$ cat config.mk
export PLATFORM = sky130hd
export DESIGN_NAME = uart_rx_fifo_flat
export DESIGN_NICKNAME = d
export VERILOG_FILES = /design/src/rtl/uart_rx_fifo_pkg.sv /design/src/rtl/uart_rx_fifo_if.sv /design/src/rtl/uart_rx_fifo_core.sv /design/src/rtl/uart_rx_fifo.sv /design/src/flat_wrapper.sv
export SDC_FILE = /design/constraint.sdc
export NUM_CORES = 1
export LEC_CHECK = 0
export ABC_CLOCK_PERIOD_IN_PS = 5650
export CAP_MARGIN = 10
export CORE_ASPECT_RATIO = 1.5
export CORE_UTILIZATION = 45
export DETAILED_ROUTE_END_ITERATION = 6
export MAX_ROUTING_LAYER = met4
export PLACE_DENSITY = 0.66
export RECOVER_POWER = 25
export SETUP_SLACK_MARGIN = 0.02
export SLEW_MARGIN = 20
export SYNTH_ARGS = -nofsm -noshare
export SYNTH_HDL_FRONTEND = slang
export SYNTH_HIERARCHICAL = 1
export SYNTH_SLANG_ARGS = --single-unit
$ cat constraint.sdc
create_clock -name i_clk -period 5.65 [get_ports i_clk]
set_clock_uncertainty 0.05 [all_clocks]
set_input_delay 1.13 -clock i_clk [delete_from_list [all_inputs] [get_ports i_clk]]
set_output_delay 1.13 -clock i_clk [all_outputs]
set_load 0.005 [all_outputs]
$ cat src/rtl/uart_rx_fifo_pkg.sv
// Shared constants and types for the UART Rx FIFO: register offsets, STATUS/CTRL bit positions, entry layout.
package uart_rx_fifo_pkg;

  localparam int unsigned ADDR_DATA   = 'h00;
  localparam int unsigned ADDR_STATUS = 'h04;
  localparam int unsigned ADDR_CTRL   = 'h08;
  localparam int unsigned ADDR_THRESH = 'h0C;

  localparam int unsigned STATUS_OVF_BIT   = 8;
  localparam int unsigned STATUS_FULL_BIT  = 7;
  localparam int unsigned STATUS_EMPTY_BIT = 6;
  localparam int unsigned STATUS_CNT_W     = 6;

  localparam int unsigned CTRL_FLUSH_BIT  = 0;
  localparam int unsigned CTRL_IRQ_EN_BIT = 1;

  localparam int unsigned THRESH_W = 5;

  localparam logic [31:0] DATA_EMPTY_WORD = 32'h8000_0000;

  typedef struct packed {
    logic [2:0] err;
    logic [7:0] data;
  } rx_entry_t;

endpackage

$ cat src/rtl/uart_rx_fifo_if.sv
// APB slave bus bundle for the UART Rx FIFO.
interface uart_rx_fifo_if #(
  parameter int unsigned AW = 5
);
  logic          i_psel;
  logic          i_penable;
  logic          i_pwrite;
  logic [AW-1:0] i_paddr;
  logic [31:0]   i_pwdata;
  logic [31:0]   o_prdata;
  logic          o_pready;
  logic          o_pslverr;

  modport master (
    output i_psel, i_penable, i_pwrite, i_paddr, i_pwdata,
    input  o_prdata, o_pready, o_pslverr
  );

  modport slave (
    input  i_psel, i_penable, i_pwrite, i_paddr, i_pwdata,
    output o_prdata, o_pready, o_pslverr
  );
endinterface

$ cat src/rtl/uart_rx_fifo_core.sv
// Synchronous FIFO of Rx entries with push/pop/flush; a push when full is accepted only alongside a pop.
module rx_fifo_core
  import uart_rx_fifo_pkg::*;
#(
  parameter int unsigned DEPTH = 16
) (
  input  logic                       i_clk,
  input  logic                       i_rst,
  input  logic                       i_push,
  input  rx_entry_t                  i_wdata,
  input  logic                       i_pop,
  input  logic                       i_flush,
  output rx_entry_t                  o_head_c,
  output logic [$clog2(DEPTH):0]     o_count,
  output logic                       o_full_c,
  output logic                       o_empty_c
);
  localparam int unsigned PW = $clog2(DEPTH);
  localparam int unsigned CW = PW + 1;

  rx_entry_t       mem [DEPTH];
  logic [PW-1:0]   wr_ptr;
  logic [PW-1:0]   rd_ptr;
  logic [CW-1:0]   count;
  logic            do_push;
  logic            do_pop;

  assign o_full_c  = (count == CW'(DEPTH));
  assign o_empty_c = (count == '0);
  assign do_pop    = i_pop & ~o_empty_c & ~i_flush;
  assign do_push   = i_push & ~i_flush & (~o_full_c | do_pop);
  assign o_head_c  = mem[rd_ptr];
  assign o_count   = count;

  always_ff @(posedge i_clk or posedge i_rst) begin
    if (i_rst) begin
      wr_ptr <= '0;
      rd_ptr <= '0;
      count  <= '0;
    end else if (i_flush) begin
      wr_ptr <= '0;
      rd_ptr <= '0;
      count  <= '0;
    end else begin
      if (do_push) wr_ptr <= wr_ptr + PW'(1);
      if (do_pop)  rd_ptr <= rd_ptr + PW'(1);
      if (do_push && !do_pop)      count <= count + CW'(1);
      else if (!do_push && do_pop) count <= count - CW'(1);
    end
  end

  // Storage carries no reset; validity is tracked by the pointers alone.
  always_ff @(posedge i_clk) begin
    if (do_push) mem[wr_ptr] <= i_wdata;
  end

endmodule

$ cat src/rtl/uart_rx_fifo.sv
// UART Rx byte FIFO with APB read-pop access; IRQ, irq_en and THRESH exist only when RX_FIFO_IRQ_EN is defined.
module uart_rx_fifo
  import uart_rx_fifo_pkg::*;
#(
  parameter int unsigned DEPTH = 16,
  parameter int unsigned AW    = 5
) (
  input  logic               i_clk,
  input  logic               i_rst,
  input  logic [7:0]         i_rx_data,
  input  logic               i_rx_done,
  input  logic [2:0]         i_rx_error,
  uart_rx_fifo_if.slave      apb,
  output logic               o_irq
);
  localparam int unsigned CW = $clog2(DEPTH) + 1;

  logic            done_q;
  logic            push;
  logic            access, rd_acc, wr_acc;
  logic            sel_data, sel_status, sel_ctrl, sel_thresh;
  logic            pop, flush, drop, ovf_clr;
  logic            overflow;
  rx_entry_t       head;
  logic [CW-1:0]   count;
  logic            full, empty;
  logic            irq_en;
  logic [THRESH_W-1:0] thresh;
  logic [31:0]     prdata_c;
  logic            pslverr_c;
  logic            unused_pwdata;

  assign push       = i_rx_done & ~done_q;
  assign access     = apb.i_psel & apb.i_penable;
  assign rd_acc     = access & ~apb.i_pwrite;
  assign wr_acc     = access & apb.i_pwrite;
  assign sel_data   = (apb.i_paddr == AW'(ADDR_DATA));
  assign sel_status = (apb.i_paddr == AW'(ADDR_STATUS));
  assign sel_ctrl   = (apb.i_paddr == AW'(ADDR_CTRL));
  assign sel_thresh = (apb.i_paddr == AW'(ADDR_THRESH));
  assign pop        = rd_acc & sel_data & ~empty;
  assign flush      = wr_acc & sel_ctrl & apb.i_pwdata[CTRL_FLUSH_BIT];
  assign drop       = push & full & ~pop & ~flush;
  assign ovf_clr    = wr_acc & sel_status & apb.i_pwdata[STATUS_OVF_BIT];
  assign unused_pwdata = ^apb.i_pwdata;

  rx_fifo_core #(.DEPTH(DEPTH)) u_core (
    .i_clk     (i_clk),
    .i_rst     (i_rst),
    .i_push    (push),
    .i_wdata   ('{err: i_rx_error, data: i_rx_data}),
    .i_pop     (pop),
    .i_flush   (flush),
    .o_head_c  (head),
    .o_count   (count),
    .o_full_c  (full),
    .o_empty_c (empty)
  );

  // Rising-edge detect on the level done flag plus sticky overflow.
  always_ff @(posedge i_clk or posedge i_rst) begin
    if (i_rst) begin
      done_q   <= 1'b0;
      overflow <= 1'b0;
    end else begin
      done_q <= i_rx_done;
      if (flush)        overflow <= 1'b0;
      else if (drop)    overflow <= 1'b1;
      else if (ovf_clr) overflow <= 1'b0;
    end
  end

`ifdef RX_FIFO_IRQ_EN
  logic [THRESH_W-1:0] thresh_eff;
  assign thresh_eff = (thresh == '0) ? THRESH_W'(1) : thresh;

  always_ff @(posedge i_clk or posedge i_rst) begin
    if (i_rst) begin
      irq_en <= 1'b0;
      thresh <= THRESH_W'(1);
      o_irq  <= 1'b0;
    end else begin
      if (wr_acc && sel_ctrl)   irq_en <= apb.i_pwdata[CTRL_IRQ_EN_BIT];
      if (wr_acc && sel_thresh) thresh <= apb.i_pwdata[THRESH_W-1:0];
      o_irq <= irq_en & ((STATUS_CNT_W'(count) >= STATUS_CNT_W'(thresh_eff)) | overflow);
    end
  end
`else
  assign irq_en = 1'b0;
  assign thresh = '0;
  assign o_irq  = 1'b0;
`endif

  // Zero-wait APB read mux; outputs are forced low outside the access phase.
  always_comb begin
    prdata_c  = '0;
    pslverr_c = 1'b0;
    if (access) begin
      if (sel_data) begin
        if (apb.i_pwrite)  pslverr_c = 1'b1;
        else if (empty)    prdata_c  = DATA_EMPTY_WORD;
        else               prdata_c  = 32'(head);
      end else if (sel_status) begin
        if (!apb.i_pwrite) begin
          prdata_c[STATUS_OVF_BIT]   = overflow;
          prdata_c[STATUS_FULL_BIT]  = full;
          prdata_c[STATUS_EMPTY_BIT] = empty;
          prdata_c[STATUS_CNT_W-1:0] = STATUS_CNT_W'(count);
        end
      end else if (sel_ctrl) begin
        if (!apb.i_pwrite) prdata_c[CTRL_IRQ_EN_BIT] = irq_en;
      end else if (sel_thresh) begin
        if (!apb.i_pwrite) prdata_c[THRESH_W-1:0] = thresh;
      end else begin
        pslverr_c = 1'b1;
      end
    end
  end

  assign apb.o_prdata  = prdata_c;
  assign apb.o_pready  = access;
  assign apb.o_pslverr = pslverr_c;

endmodule

$ cat src/flat_wrapper.sv
// flat-port wrapper written by rule: the top's interface ports become plain ports
module uart_rx_fifo_flat import uart_rx_fifo_pkg::*;
#(
  parameter int unsigned DEPTH = 16,
  parameter int unsigned AW    = 5
)
  (i_clk, i_rst, i_rx_data, i_rx_done, i_rx_error, o_irq, apb_i_psel, apb_i_penable, apb_i_pwrite, apb_i_paddr, apb_i_pwdata, apb_o_prdata, apb_o_pready, apb_o_pslverr);
  uart_rx_fifo_if #(.AW(AW)) apb_i ();
  input  logic i_clk;
  input  logic i_rst;
  input  logic [7:0] i_rx_data;
  input  logic i_rx_done;
  input  logic [2:0] i_rx_error;
  output logic o_irq;
  input wire logic [$bits(apb_i.i_psel)-1:0] apb_i_psel;
  input wire logic [$bits(apb_i.i_penable)-1:0] apb_i_penable;
  input wire logic [$bits(apb_i.i_pwrite)-1:0] apb_i_pwrite;
  input wire logic [$bits(apb_i.i_paddr)-1:0] apb_i_paddr;
  input wire logic [$bits(apb_i.i_pwdata)-1:0] apb_i_pwdata;
  output wire logic [$bits(apb_i.o_prdata)-1:0] apb_o_prdata;
  output wire logic [$bits(apb_i.o_pready)-1:0] apb_o_pready;
  output wire logic [$bits(apb_i.o_pslverr)-1:0] apb_o_pslverr;
  assign apb_i.i_psel = apb_i_psel;
  assign apb_i.i_penable = apb_i_penable;
  assign apb_i.i_pwrite = apb_i_pwrite;
  assign apb_i.i_paddr = apb_i_paddr;
  assign apb_i.i_pwdata = apb_i_pwdata;
  assign apb_o_prdata = apb_i.o_prdata;
  assign apb_o_pready = apb_i.o_pready;
  assign apb_o_pslverr = apb_i.o_pslverr;
  uart_rx_fifo #(.DEPTH(DEPTH), .AW(AW)) u_core (.i_clk(i_clk), .i_rst(i_rst), .i_rx_data(i_rx_data), .i_rx_done(i_rx_done), .i_rx_error(i_rx_error), .apb(apb_i), .o_irq(o_irq));
endmodule
Yosys cells after proc, flatten, opt, wreduce, memory -nomap -nowiden
Memories as Yosys holds them, arrays and structs flattened. Index checks and enable logic that the tools add are counted.

Memory bits (read-only): 0. Output and inout bits: 35. Bits in writable memories: 176. Memories: 1. Register bits: 15. Input bits: 54. Word-level logic and storage cells: 74. Bits in latches: 0.

Reduce and logical (&&, ||, !) cells: 10. Add/subtract/negate cells: 4. Bitwise gates (word level): 24. Multiplexer cells: 26. Div/mod/pow operators: 0. Equal/unequal tests: 4. $mul: 0. Order comparisons: 0. Shift operators: 0.

Memory list: u_core.u_core.mem (depth 16, width 11, rd ports 1, clocked after memory_dff 0, write ports 1, line uart_rx_fifo_core.sv:21) `rx_entry_t mem [DEPTH];`.

Operator list (number): two-way mux 32 bit (3); two-way mux 23 bit (1); two-way mux 4 bit (5); two-way mux 5 bit (4); two-way mux 9 bit (2); AND 1 bit (17); two-way mux 1 bit (11); equality test 5 x 4 -> 1 bit, second input constant (2); logical NOT 5 bit (2); adder 4 x 1 -> 4 bit, second input constant (2); NOT 1 bit (6); nonzero test 3 bit (2); adder 5 x 1 -> 5 bit, second input constant (1); equality test 5 x 3 -> 1 bit, second input constant (1); equality test 5 bit, second input constant (1); subtractor 5 x 1 -> 5 bit, second input constant (1); nonzero test 2 bit (2); logical AND 1 bit (2); logical NOT 1 bit (2); OR 1 bit (1).

Logic depth before layout (Yosys ltp)
Gate-level depths: netlist of the first run.

Depth in word-level cells: 13. Gate-level depth with buffers: 11.

Hierarchy
Netlist of the first run, hierarchy kept.

Modules (own cells, without submodules): rx_fifo_core (instances 1, cells an instance 391, sequential area each 5610.4 sq um, area an instance 7651.1 sq um); uart_rx_fifo (instances 1, cells an instance 65, sequential area each 50.0 sq um, area an instance 485.5 sq um).

Least setup slack after synthesis of the first run
No wires, ideal clock.

Path kind: input to register. From: input port apb_i_paddr[4]. To: register u_core.u_core.count[4], in the netlist u_core/u_core/o_count[4]. Setup time: 0.136 ns. Path slack: 1.968 ns. Arrival: 3.497 ns. Stages: 11. Required time: 5.464 ns. Path through: nor3_4 > nand2_1 > nor3_1 > clkbuf_1 > clkbuf_1 > nand3b_1 > ha_1 > a211o_1 > o21a_1 > o211ai_1 > a31oi_1.

Longest elaborated chain between the ends: 10. Elaborated cells on any way between the ends: 19. Those cells by class: eq/ne (1); mux (2); bitwise (10); reduce/logical (6).

RTL lines: from (decl) (line flat_wrapper.sv:18) `input wire logic [$bits(apb_i.i_paddr)-1:0] apb_i_paddr;`; equality test 5 x 4 -> 1 bit * (line uart_rx_fifo.sv:39) `assign sel_ctrl = (apb.i_paddr == AW'(ADDR_CTRL));`; AND 1 bit * (2 in series) (line uart_rx_fifo.sv:42) `assign flush = wr_acc & sel_ctrl & apb.i_pwdata[CTRL_FLUSH_BIT];`; net u_core.flush (line uart_rx_fifo.sv:22) `logic pop, flush, drop, ovf_clr;`; NOT 1 bit (line uart_rx_fifo_core.sv:30, uart_rx_fifo_core.sv:31); AND 1 bit (line uart_rx_fifo_core.sv:30) `assign do_pop = i_pop & ~o_empty_c & ~i_flush;`; OR 1 bit (line uart_rx_fifo_core.sv:31) `assign do_push = i_push & ~i_flush & (~o_full_c | do_pop);`; AND 1 bit (line uart_rx_fifo_core.sv:31); logical AND 1 bit or logical NOT 1 bit (tied branches) (line uart_rx_fifo_core.sv:47, uart_rx_fifo_core.sv:48); two-way mux 5 bit or logical AND 1 bit (tied branches) (line uart_rx_fifo_core.sv:47, uart_rx_fifo_core.sv:48); two-way mux 5 bit or nonzero test 3 bit (tied branches); to (signal assigned) (line uart_rx_fifo_core.sv:47) `if (do_push && !do_pop) count <= count + CW'(1);`; to (signal assigned) (line uart_rx_fifo_core.sv:48) `else if (!do_push && do_pop) count <= count - CW'(1);`; to (decl) (line uart_rx_fifo_core.sv:24) `logic [CW-1:0] count;`.

The timed path passes the listed nets; every way through them passes the cells marked *. A chain may end at the register's enable or synchronous reset.

==> out/summary.txt, run 1 <==
drt via density: 5.84
Iteration-0 DRC Markers: 346
Syn Std Cell Area: 0.00814 mm2
final net count: 574
min cycle time layout: 4510 ps
Final Setup Violations: 0
clk root buf: clkbuf_16
pwr/cell area: 367 mW/mm2
gr usage total: 19.7%
TNS Setup: 0 ps
reg2reg end: u_core/u_core/o_count[4]$_DFFE_PP0P_
WL met3: 670 um
DR top layer: met4
violated checks: design-rule violations
CTS resizes: 0
DR WL/cell: 23.0 um
share of cells above drive strength 1: 22.6%
WP buf/inv: 2
clock latency at the later pin of the worst-skew pair: 420 ps
CP Class: register to output pin
endpoints failing hold: 0
P_leak: 3.10 nW
sequential cell area fraction in the yosys report: 69.6%
number of I/O port buffers: 37
Die X: 112 um
Slowest Stage Delay on Critical Path: 980 ps
Slew Viols, Final: 0
synth warn: 6
Place WS: 1300 ps
status: finished with violations
number of global-route vias before repair: 4383
Max Cap Viol: 0
slew margin rel.: 26.5%
aggregate global routing overflow: 0
FF+latch count, synth: 191
initial antenna violation count: 0
worst-case clock buffer depth: 2
Hold Startpoint: u_core/overflow$_DFFE_PP0P_
DRT antenna net count: 0
TritonCTS clock tree: done
IO Pins: 89
Synth Instances: 456
DIE AREA: 0.0186 mm2
critical path's top delay family: flip-flops
unrepaired setup endpoints after global routing: false
Worst Setup End Kind: output pin
Fmax: 0.222 GHz
WHS: 505 ps
Worst R2R Setup Slack: 1910 ps
slowest stage cell, crit path: dfrtp_2
clock sink count: 191
WL met1: 6860 um
CP most frequent cell: a22oi_1
worst r2r src: u_core/u_core/o_count[0]$_DFFE_PP0P_
placed instance count: 704
Synth-to-Final Area Change: 15.2%
R2R depth: 11
DRT Pass-1 Iters: 7
hold_buf cts: 0
Initial Util: 46.5%
met2 WL post-DR: 9150 um
first-pass GRT wire length: 25900 um
CP arrival: 3330 ps
H-tree levels: 4
largest net degree at the start of global routing: 41
peak supply drop: 0.213 mV
Tcrit/Tclk final: 79.7%
WP data required: 4470 ps
drt total wl: 16900 um
Remaining DRCs: 11
Hold Crit Class: register to register
Max FO, Critical Path: 26
dpl hpwl: 10800 um
Die Span Y: 167 um
Worst-path clk slew: 70 ps
worst setup margin: 1140 ps
Slew @ Worst Pin: 1100 ps
FP Rows: 59
core area: 0.0175 mm2
Setup crit start kind: register
Hold Crit Endpoint: u_core/overflow$_DFFE_PP0P_
postcts setup bufs: 0
Diodes inserted: 0
Hold Crit Depth: 2
RePlAce Congestion: 0.818
CTS Buf Count: 17
cells along the critical path: buf_12 -> mux4_2 -> a22oi_1 -> nand2_1 -> a22oi_1 -> nor2_1 -> clkdlybuf4s50_1
DR vias: 4301
final cell count without fillers: 736
Yosys cell types: 52
synthesized area per cell: 17.8 um2
cell usage after synthesis (all sizes together):
| master | count | share of area (%) |
|---|---|---|
| edfxtp | 176 | 65 |
| o21ai | 3 | 0.23 |
| a22oi | 29 | 2.7 |
| o2111ai | 1 | 0.11 |
| dfrtp | 15 | 4.6 |
| nor3 | 9 | 0.75 |
| a21boi | 1 | 0.092 |
| xnor2 | 4 | 0.43 |
| or3 | 1 | 0.077 |
| nand2b | 6 | 0.46 |
| nand3 | 4 | 0.31 |
| nor4 | 1 | 0.077 |
| nand3b | 2 | 0.18 |
| inv | 5 | 0.23 |
| o21a | 1 | 0.092 |
| o22a | 1 | 0.11 |
| nand2 | 22 | 1.0 |
| conb | 1 | 0.046 |
| nor2b | 7 | 0.54 |
| and2 | 7 | 0.54 |
| mux4 | 44 | 12 |
| mux2i | 5 | 0.77 |
| xor2 | 3 | 0.32 |
| clkbuf | 12 | 0.55 |
| a21oi | 5 | 0.35 |
| and3 | 3 | 0.23 |
| o311ai | 1 | 0.32 |
| or4 | 1 | 0.092 |
| a211oi | 1 | 0.092 |
| fa | 1 | 0.25 |
| o211ai | 4 | 0.37 |
| a211o | 2 | 0.22 |
| mux2 | 2 | 0.37 |
| nor3b | 1 | 0.092 |
| nand4 | 1 | 0.077 |
| ha | 9 | 1.4 |
| nor2 | 30 | 1.5 |
| o31ai | 1 | 0.092 |
| a31oi | 1 | 0.077 |
| a2bb2oi | 1 | 0.32 |
| buf | 31 | 2.7 |
| or3b | 1 | 0.11 |
power breakdown:
group	internal (mW)	total, mW	switching [mW]
sequential	1.65	1.76	0.117
clock	0.589	1.14	0.554
combinational	0.263	0.538	0.275
total	2.50	3.44	0.945
worst reg2reg max path: cells and delay by family, from the launching register on:
kind	cells	cell delay (ps)
flops	1	480
mux	1	190
buf+inv	1	210
fa+ha+maj	1	530
compound gates	4	750
simple gates	4	1390
metal layers:
metal | track usage [%] | up-vias
li1 | - | 1878
met1 | 24.1 | 2255
met2 | 33.9 | 154
met3 | 2.55 | 14
met4 | 6.40 | 0
met5 | - | -
per-stage QoR:
step / power [mW] / area, um2 / util [%]
after CTS: 3.47 / 9370 / 53.6
after floorplan: 2.16 / 8210 / -
after global routing: 3.58 / 9370 / 53.6
final: 3.44 / 9370 / 53.6
after detailed placement: 2.34 / 8790 / 50.3
after global placement: 2.31 / 8790 / 50.2
layout by cell type (no fill, tap or decap), drive strengths merged, types with 2 or more instances in the layout:
cell type | netlist | layout
and2 | 7 | 7
o21ai | 3 | 3
nand2 | 22 | 22
nand3 | 4 | 4
ha | 9 | 9
xor2 | 3 | 3
nand2b | 6 | 6
mux2i | 5 | 5
xnor2 | 4 | 4
clkinvlp | 0 | 2
and3 | 3 | 3
nor2 | 30 | 30
mux2 | 2 | 2
dfrtp | 15 | 15
o211ai | 4 | 4
a22oi | 29 | 29
a211o | 2 | 2
edfxtp | 176 | 176
clkdlybuf4s50 | 0 | 28
nor2b | 7 | 7
mux4 | 44 | 44
clkbuf | 12 | 18
nand3b | 2 | 2
clkinv | 0 | 7
buf | 31 | 21
dlygate4sd3 | 0 | 9
a21oi | 5 | 5
conb | 1 | 21
nor3 | 9 | 9
inv | 5 | 10
how the worst max path moves through the flow:
stage | from | cells after the start | endpoint | slack, ps
2_1_floorplan | apb_i_paddr[4] | 11 | u_core/u_core/o_count[4]$_DFFE_PP0P_ | 1970
3_3_place_gp | apb_i_paddr[4] | 7 | apb_o_prdata[5] | 1320
3_5_place_dp | apb_i_paddr[4] | 7 | apb_o_prdata[5] | 1300
4_1_cts | u_core/u_core/rd_ptr[0]$_DFFE_PP0P_ | 7 | apb_o_prdata[1] | 1080
5_1_grt | u_core/u_core/rd_ptr[0]$_DFFE_PP0P_ | 7 | apb_o_prdata[1] | 950
6_report | u_core/u_core/rd_ptr[0]$_DFFE_PP0P_ | 7 | apb_o_prdata[0] | 1140
cell type report:
cell class                 count  area [um2]
clock buffer                  18         429
clock inverter                14         149
fill                        1379        8130
inverter                       5        18.8
multi-input combinational    237        2300
sequential                   191        5660
tap                          213         267
timing repair buffer          58         541
cell families after synthesis:
logic type,synth area share [%]
and+or+nand+nor,6.03
AOI/OAI and AO/OA,5.15
other,0.0461
buffers and inverters,3.51
muxes,13.3
xor gates and xnor gates,0.754
adders and majority gates,1.63
DFF,69.6
flip-flops by register name, summed over array words and instances (netlist names):
| signal | count |
|---|---|
| u_core/u_core/o_count | 5 |
| u_core/done_q | 1 |
| u_core/u_core/wr_ptr | 4 |
| u_core/u_core/mem | 176 |
| u_core/u_core/rd_ptr | 4 |
| u_core/overflow | 1 |
Note: power is estimated with default switching activity, not from simulation.
==> inputs of run 2 (changes only) <==
--- a/config.mk
+++ b/config.mk
@@ -5,13 +5,13 @@
 export SDC_FILE = /design/constraint.sdc
 export NUM_CORES = 1
 export LEC_CHECK = 0
-export ABC_CLOCK_PERIOD_IN_PS = 5650
+export ABC_CLOCK_PERIOD_IN_PS = 3950
 export CAP_MARGIN = 10
 export CORE_ASPECT_RATIO = 1.5
 export CORE_UTILIZATION = 45
 export DETAILED_ROUTE_END_ITERATION = 6
 export MAX_ROUTING_LAYER = met4
-export PLACE_DENSITY = 0.66
+export PLACE_DENSITY = 0.69
 export RECOVER_POWER = 25
 export SETUP_SLACK_MARGIN = 0.02
 export SLEW_MARGIN = 20
==> constraint.sdc (replaced) <==
create_clock -name i_clk -period 3.95 [get_ports i_clk]
set_clock_uncertainty 0.05 [all_clocks]
set_input_delay 0.79 -clock i_clk [delete_from_list [all_inputs] [get_ports i_clk]]
set_output_delay 0.79 -clock i_clk [all_outputs]
set_load 0.005 [all_outputs]
==> out/summary.txt, run 2 (synthesized netlist as in run 1, its figures left out) <==
Slew @ Worst Pin: 642 ps
WP data required: 3110 ps
Worst Setup End Kind: output pin
min cycle time layout: 3740 ps
CP arrival: 2900 ps
gr usage total: 19.1%
largest net degree at the start of global routing: 48
endpoints failing hold: 0
reg2reg end: u_core/u_core/o_count[4]$_DFFE_PP0P_
drt via density: 5.74
Setup crit start kind: register
CTS Buf Count: 17
peak supply drop: 0.271 mV
Final Setup Violations: 0
core area: 0.0175 mm2
Fmax: 0.267 GHz
clk root buf: clkbuf_16
dpl hpwl: 9980 um
DIE AREA: 0.0186 mm2
Total Power: 4.84 mW
initial antenna violation count: 1
slew margin rel.: 57.2%
R2R depth: 10
final net count: 581
Max FO, Critical Path: 47
status: finished with violations
CTS resizes: 0
P_leak: 3.12 nW
Slew Viols, Final: 0
hold_buf cts: 0
Max Cap Viol: 0
IO Pins: 89
worst-case clock buffer depth: 2
Critical Path Start: u_core/u_core/rd_ptr[0]$_DFFE_PP0P_
Hold Crit Endpoint: u_core/overflow$_DFFE_PP0P_
aggregate global routing overflow: 0
Worst R2R Setup Slack: 550 ps
Die Span Y: 167 um
Worst-path clk slew: 70 ps
number of I/O port buffers: 37
FP Rows: 59
H-tree levels: 4
violated checks: design-rule violations
pwr/cell area: 516 mW/mm2
CP Class: register to output pin
drt total wl: 16200 um
Hold Startpoint: u_core/overflow$_DFFE_PP0P_
number of global-route vias before repair: 4350
post-layout util: 53.6%
RePlAce Congestion: 0.769
share of cells above drive strength 1: 22.3%
unrepaired setup endpoints after global routing: false
Synth-to-Final Area Change: 15.3%
TritonCTS clock tree: done
DRT antenna net count: 0
TNS Setup: 0 ps
Die X: 112 um
Hold Crit Depth: 2
Iteration-0 DRC Markers: 381
Most flops, register: u_core/u_core/mem
Tcrit/Tclk final: 94.7%
most frequent cells in the layout: edfxtp_1 (176), mux4_2 (44), clkdlybuf4s50_1 (29), nor2_1 (29), a22oi_1 (29)
Remaining DRCs: 9
postcts setup bufs: 0
worst r2r src: u_core/u_core/o_count[0]$_DFFE_PP0P_
DR WL/cell: 21.8 um
DR vias: 4255
Initial Util: 46.5%
DRT Pass-1 Iters: 7
Diodes inserted: 0
clock latency at the later pin of the worst-skew pair: 420 ps
commonest non-fill, non-tap cell in the layout: edfxtp_1
clock sink count: 191
Hold Crit Class: register to register
number of flip-flops in the largest register: 176
first-pass GRT wire length: 25000 um
## run 2: cell count changes in the layout (fill, tap and decap cells not counted), moves of 2 or more
cell,delta
clkinv_8,-3
inv_8,-4
buf_4,+6
clkinv_1,+2
clkbuf_1,+2
## run 2: stage by stage
step	cells	worst slack (ps)	hold WS, ps	instance area [um2]
after floorplan	476	608	467	8210
after global placement	711	384	506	8850
after detailed placement	711	386	502	8850
after CTS	741	192	483	9380
after global routing	741	107	545	9380
final	741	211	513	9380
## run 2: final cells by class
class | instances | area (um2)
clock buffers | 20 | 437
well taps | 213 | 267
fillers | 1369 | 8110
clock inverters | 10 | 90.1
flip-flops and latches | 191 | 5660
multi-input cells | 237 | 2300
inverters | 5 | 18.8
repair buffers | 65 | 606
## run 2: how the worst max path moves through the flow
stage / endpoint / cells past startpoint
4_1_cts: apb_o_prdata[7] / 7
2_1_floorplan: u_core/u_core/o_count[4]$_DFFE_PP0P_ / 11
5_1_grt: apb_o_prdata[7] / 7
3_5_place_dp: apb_o_prdata[5] / 7
6_report: apb_o_prdata[0] / 7
3_3_place_gp: apb_o_prdata[5] / 7
## run 2: where the power goes
group          internal, mW  switching, mW  leakage, nW
registers              2.36          0.130         1.77
logic                 0.385          0.424         1.09
clock network         0.860          0.686        0.256
## run 2: critical path: stages, from the launching register on
cell and delay [ps]:
dfrtp_2 370, buf_12 340, mux4_2 560, a22oi_1 320, nand2_1 160, a22oi_1 190
nor2_1 60, clkdlybuf4s50_1 440
## run 2: routing by layer
| metal | vias up | share of wire, % | track usage, % |
|---|---|---|---|
| met5 | - | 0 | - |
| li1 | 1882 | - | - |
| met4 | 0 | 2.3 | 7.70 |
| met2 | 149 | 53 | 32.5 |
| met1 | 2203 | 40 | 22.6 |
| met3 | 21 | 4.7 | 3.06 |
==> inputs of run 3 (changes only) <==
--- a/config.mk
+++ b/config.mk
@@ -7,11 +7,11 @@
 export LEC_CHECK = 0
 export ABC_CLOCK_PERIOD_IN_PS = 3950
 export CAP_MARGIN = 10
-export CORE_ASPECT_RATIO = 1.5
+export CORE_ASPECT_RATIO = 0.5
 export CORE_UTILIZATION = 45
 export DETAILED_ROUTE_END_ITERATION = 6
 export MAX_ROUTING_LAYER = met4
-export PLACE_DENSITY = 0.69
+export PLACE_DENSITY = 0.73
 export RECOVER_POWER = 25
 export SETUP_SLACK_MARGIN = 0.02
 export SLEW_MARGIN = 20
==> out/summary.txt, run 3 (synthesized netlist as in run 1, its figures left out) <==
slew margin rel.: 59.0%
Setup crit start kind: input port
Worst-path clk slew: 70 ps
CTS Buf Count: 17
dpl hpwl: 10700 um
Hold Crit Endpoint: u_core/overflow$_DFFE_PP0P_
CP Class: input port to output pin
gr usage total: 19.3%
Slew Viols, Final: 0
drt via density: 5.59
Max FO, Critical Path: 8
min cycle time layout: 3780 ps
Fmax: 0.265 GHz
DRT Pass-1 Iters: 4
Final Setup Violations: 0
Slowest Stage Delay on Critical Path: 520 ps
aggregate global routing overflow: 0
Tcrit/Tclk final: 95.6%
Hold Startpoint: u_core/overflow$_DFFE_PP0P_
peak supply drop: 0.386 mV
Worst Setup End Kind: output pin
most frequent cells in the layout: edfxtp_1 (176), mux4_2 (44), buf_4 (36)
Initial Util: 46.4%
unrepaired setup endpoints after global routing: false
Hold Crit Depth: 2
Remaining DRCs: 0
worst-case clock buffer depth: 2
post-layout util: 54.7%
number of I/O port buffers: 37
FP Rows: 34
Iteration-0 DRC Markers: 412
status: complete, no violations
endpoints failing hold: 0
DIE AREA: 0.0187 mm2
Hold Crit Class: register to register
Worst R2R Setup Slack: 510 ps
Slew @ Worst Pin: 615 ps
commonest non-fill, non-tap cell in the layout: edfxtp_1
reg2reg end: u_core/u_core/o_count[4]$_DFFE_PP0P_
initial antenna violation count: 1
Die Span Y: 97.1 um
CP most frequent cell: clkdlybuf4s50_1
H-tree levels: 4
TNS Setup: 0 ps
DR vias: 4334
pwr/cell area: 526 mW/mm2
RePlAce Congestion: 0.833
core area: 0.0175 mm2
WP data required: 3110 ps
Max Cap Viol: 0
P_leak: 3.21 nW
IO Pins: 89
Die X: 192 um
DRT antenna net count: 0
TritonCTS clock tree: done
number of global-route vias before repair: 4368
Synth-to-Final Area Change: 17.7%
final net count: 592
number of flip-flops in the largest register: 176
cells along the critical path: clkdlybuf4s50_1 -> nor3_4 -> nand3_2 -> nor3_2 -> buf_4 -> and2_1 -> clkdlybuf4s50_1
clk root buf: clkbuf_16
R2R depth: 10
clock sink count: 191
CP arrival: 2940 ps
clock latency at the later pin of the worst-skew pair: 430 ps
first-pass GRT wire length: 25400 um
drt total wl: 16400 um
worst r2r src: u_core/u_core/o_count[0]$_DFFE_PP0P_
share of cells above drive strength 1: 25.1%
DR WL/cell: 21.1 um
largest net degree at the start of global routing: 48
slowest stage cell, crit path: clkdlybuf4s50_1
Most flops, register: u_core/u_core/mem
run 3: cell types whose count changed in the layout (fill, tap and decap cells not counted), moves of 2 or more:
cell / before / now
buf_4: 26 / 36
clkinv_1: 2 / 0
clkinv_8: 0 / 2
clkinv_4: 2 / 0
inv_8: 0 / 5
clkbuf_1: 3 / 0
clkinvlp_4: 1 / 3
run 3: cell type report:
type	instances	area [um2]
fillers	1343	7950
flip-flops and latches	191	5670
multi-input cells	237	2300
repair buffers	76	701
clock buffers	17	425
well taps	234	293
clock inverters	15	173
inverters	5	18.8
diodes	1	2.50
run 3: repair_timing:
action | CTS | global route
hold buffers | 0 | 0
resized for setup | 0 | 1
setup buffers | 0 | 0
setup endpoints to repair | 0 | 3
run 3: metal layers:
metal | up-vias | track usage, % | routed length, um
met3 | 20 | 4.19 | 893
met4 | 0 | 5.57 | 258
met1 | 2241 | 26.8 | 7330
li1 | 1918 | - | -
met2 | 155 | 28.7 | 7880
met5 | - | - | 0
run 3: worst max-delay path by stage:
stage,startpoint,depth (start not counted),slack (ps),end
detailed placement,apb_i_paddr[4],7,200,apb_o_prdata[9]
CTS,u_core/u_core/rd_ptr[0]$_DFFE_PP0P_,7,110,apb_o_prdata[8]
global route,u_core/u_core/rd_ptr[0]$_DFFE_PP0P_,7,70,apb_o_prdata[2]
floorplan,apb_i_paddr[4],11,610,u_core/u_core/o_count[4]$_DFFE_PP0P_
finish,apb_i_paddr[4],7,170,apb_o_prdata[9]
global placement,apb_i_paddr[4],7,220,apb_o_prdata[9]
run 3: metrics by stage:
stage | std cells | setup slack (ps) | hold WS (ps) | total power [mW] | area (um2)
after floorplan | 476 | 608 | 467 | 3.09 | 8210
after global placement | 743 | 217 | 531 | 3.33 | 8980
after detailed placement | 743 | 205 | 531 | 3.36 | 8980
after CTS | 775 | 111 | 478 | 5.06 | 9570
after global routing | 776 | 70.1 | 586 | 5.23 | 9580
final | 776 | 173 | 546 | 5.04 | 9580
run 3: where the power goes:
part	switching (mW)	total [mW]	leakage [nW]	internal [mW]
clock	0.803	1.71	0.286	0.906
combinational	0.419	0.823	1.15	0.404
sequential	0.148	2.50	1.77	2.36
run 3: worst max-delay path: cells and delay by family:
family | cells | cell delay [ps]
buf+inv | 3 | 1240
simple gates | 4 | 890
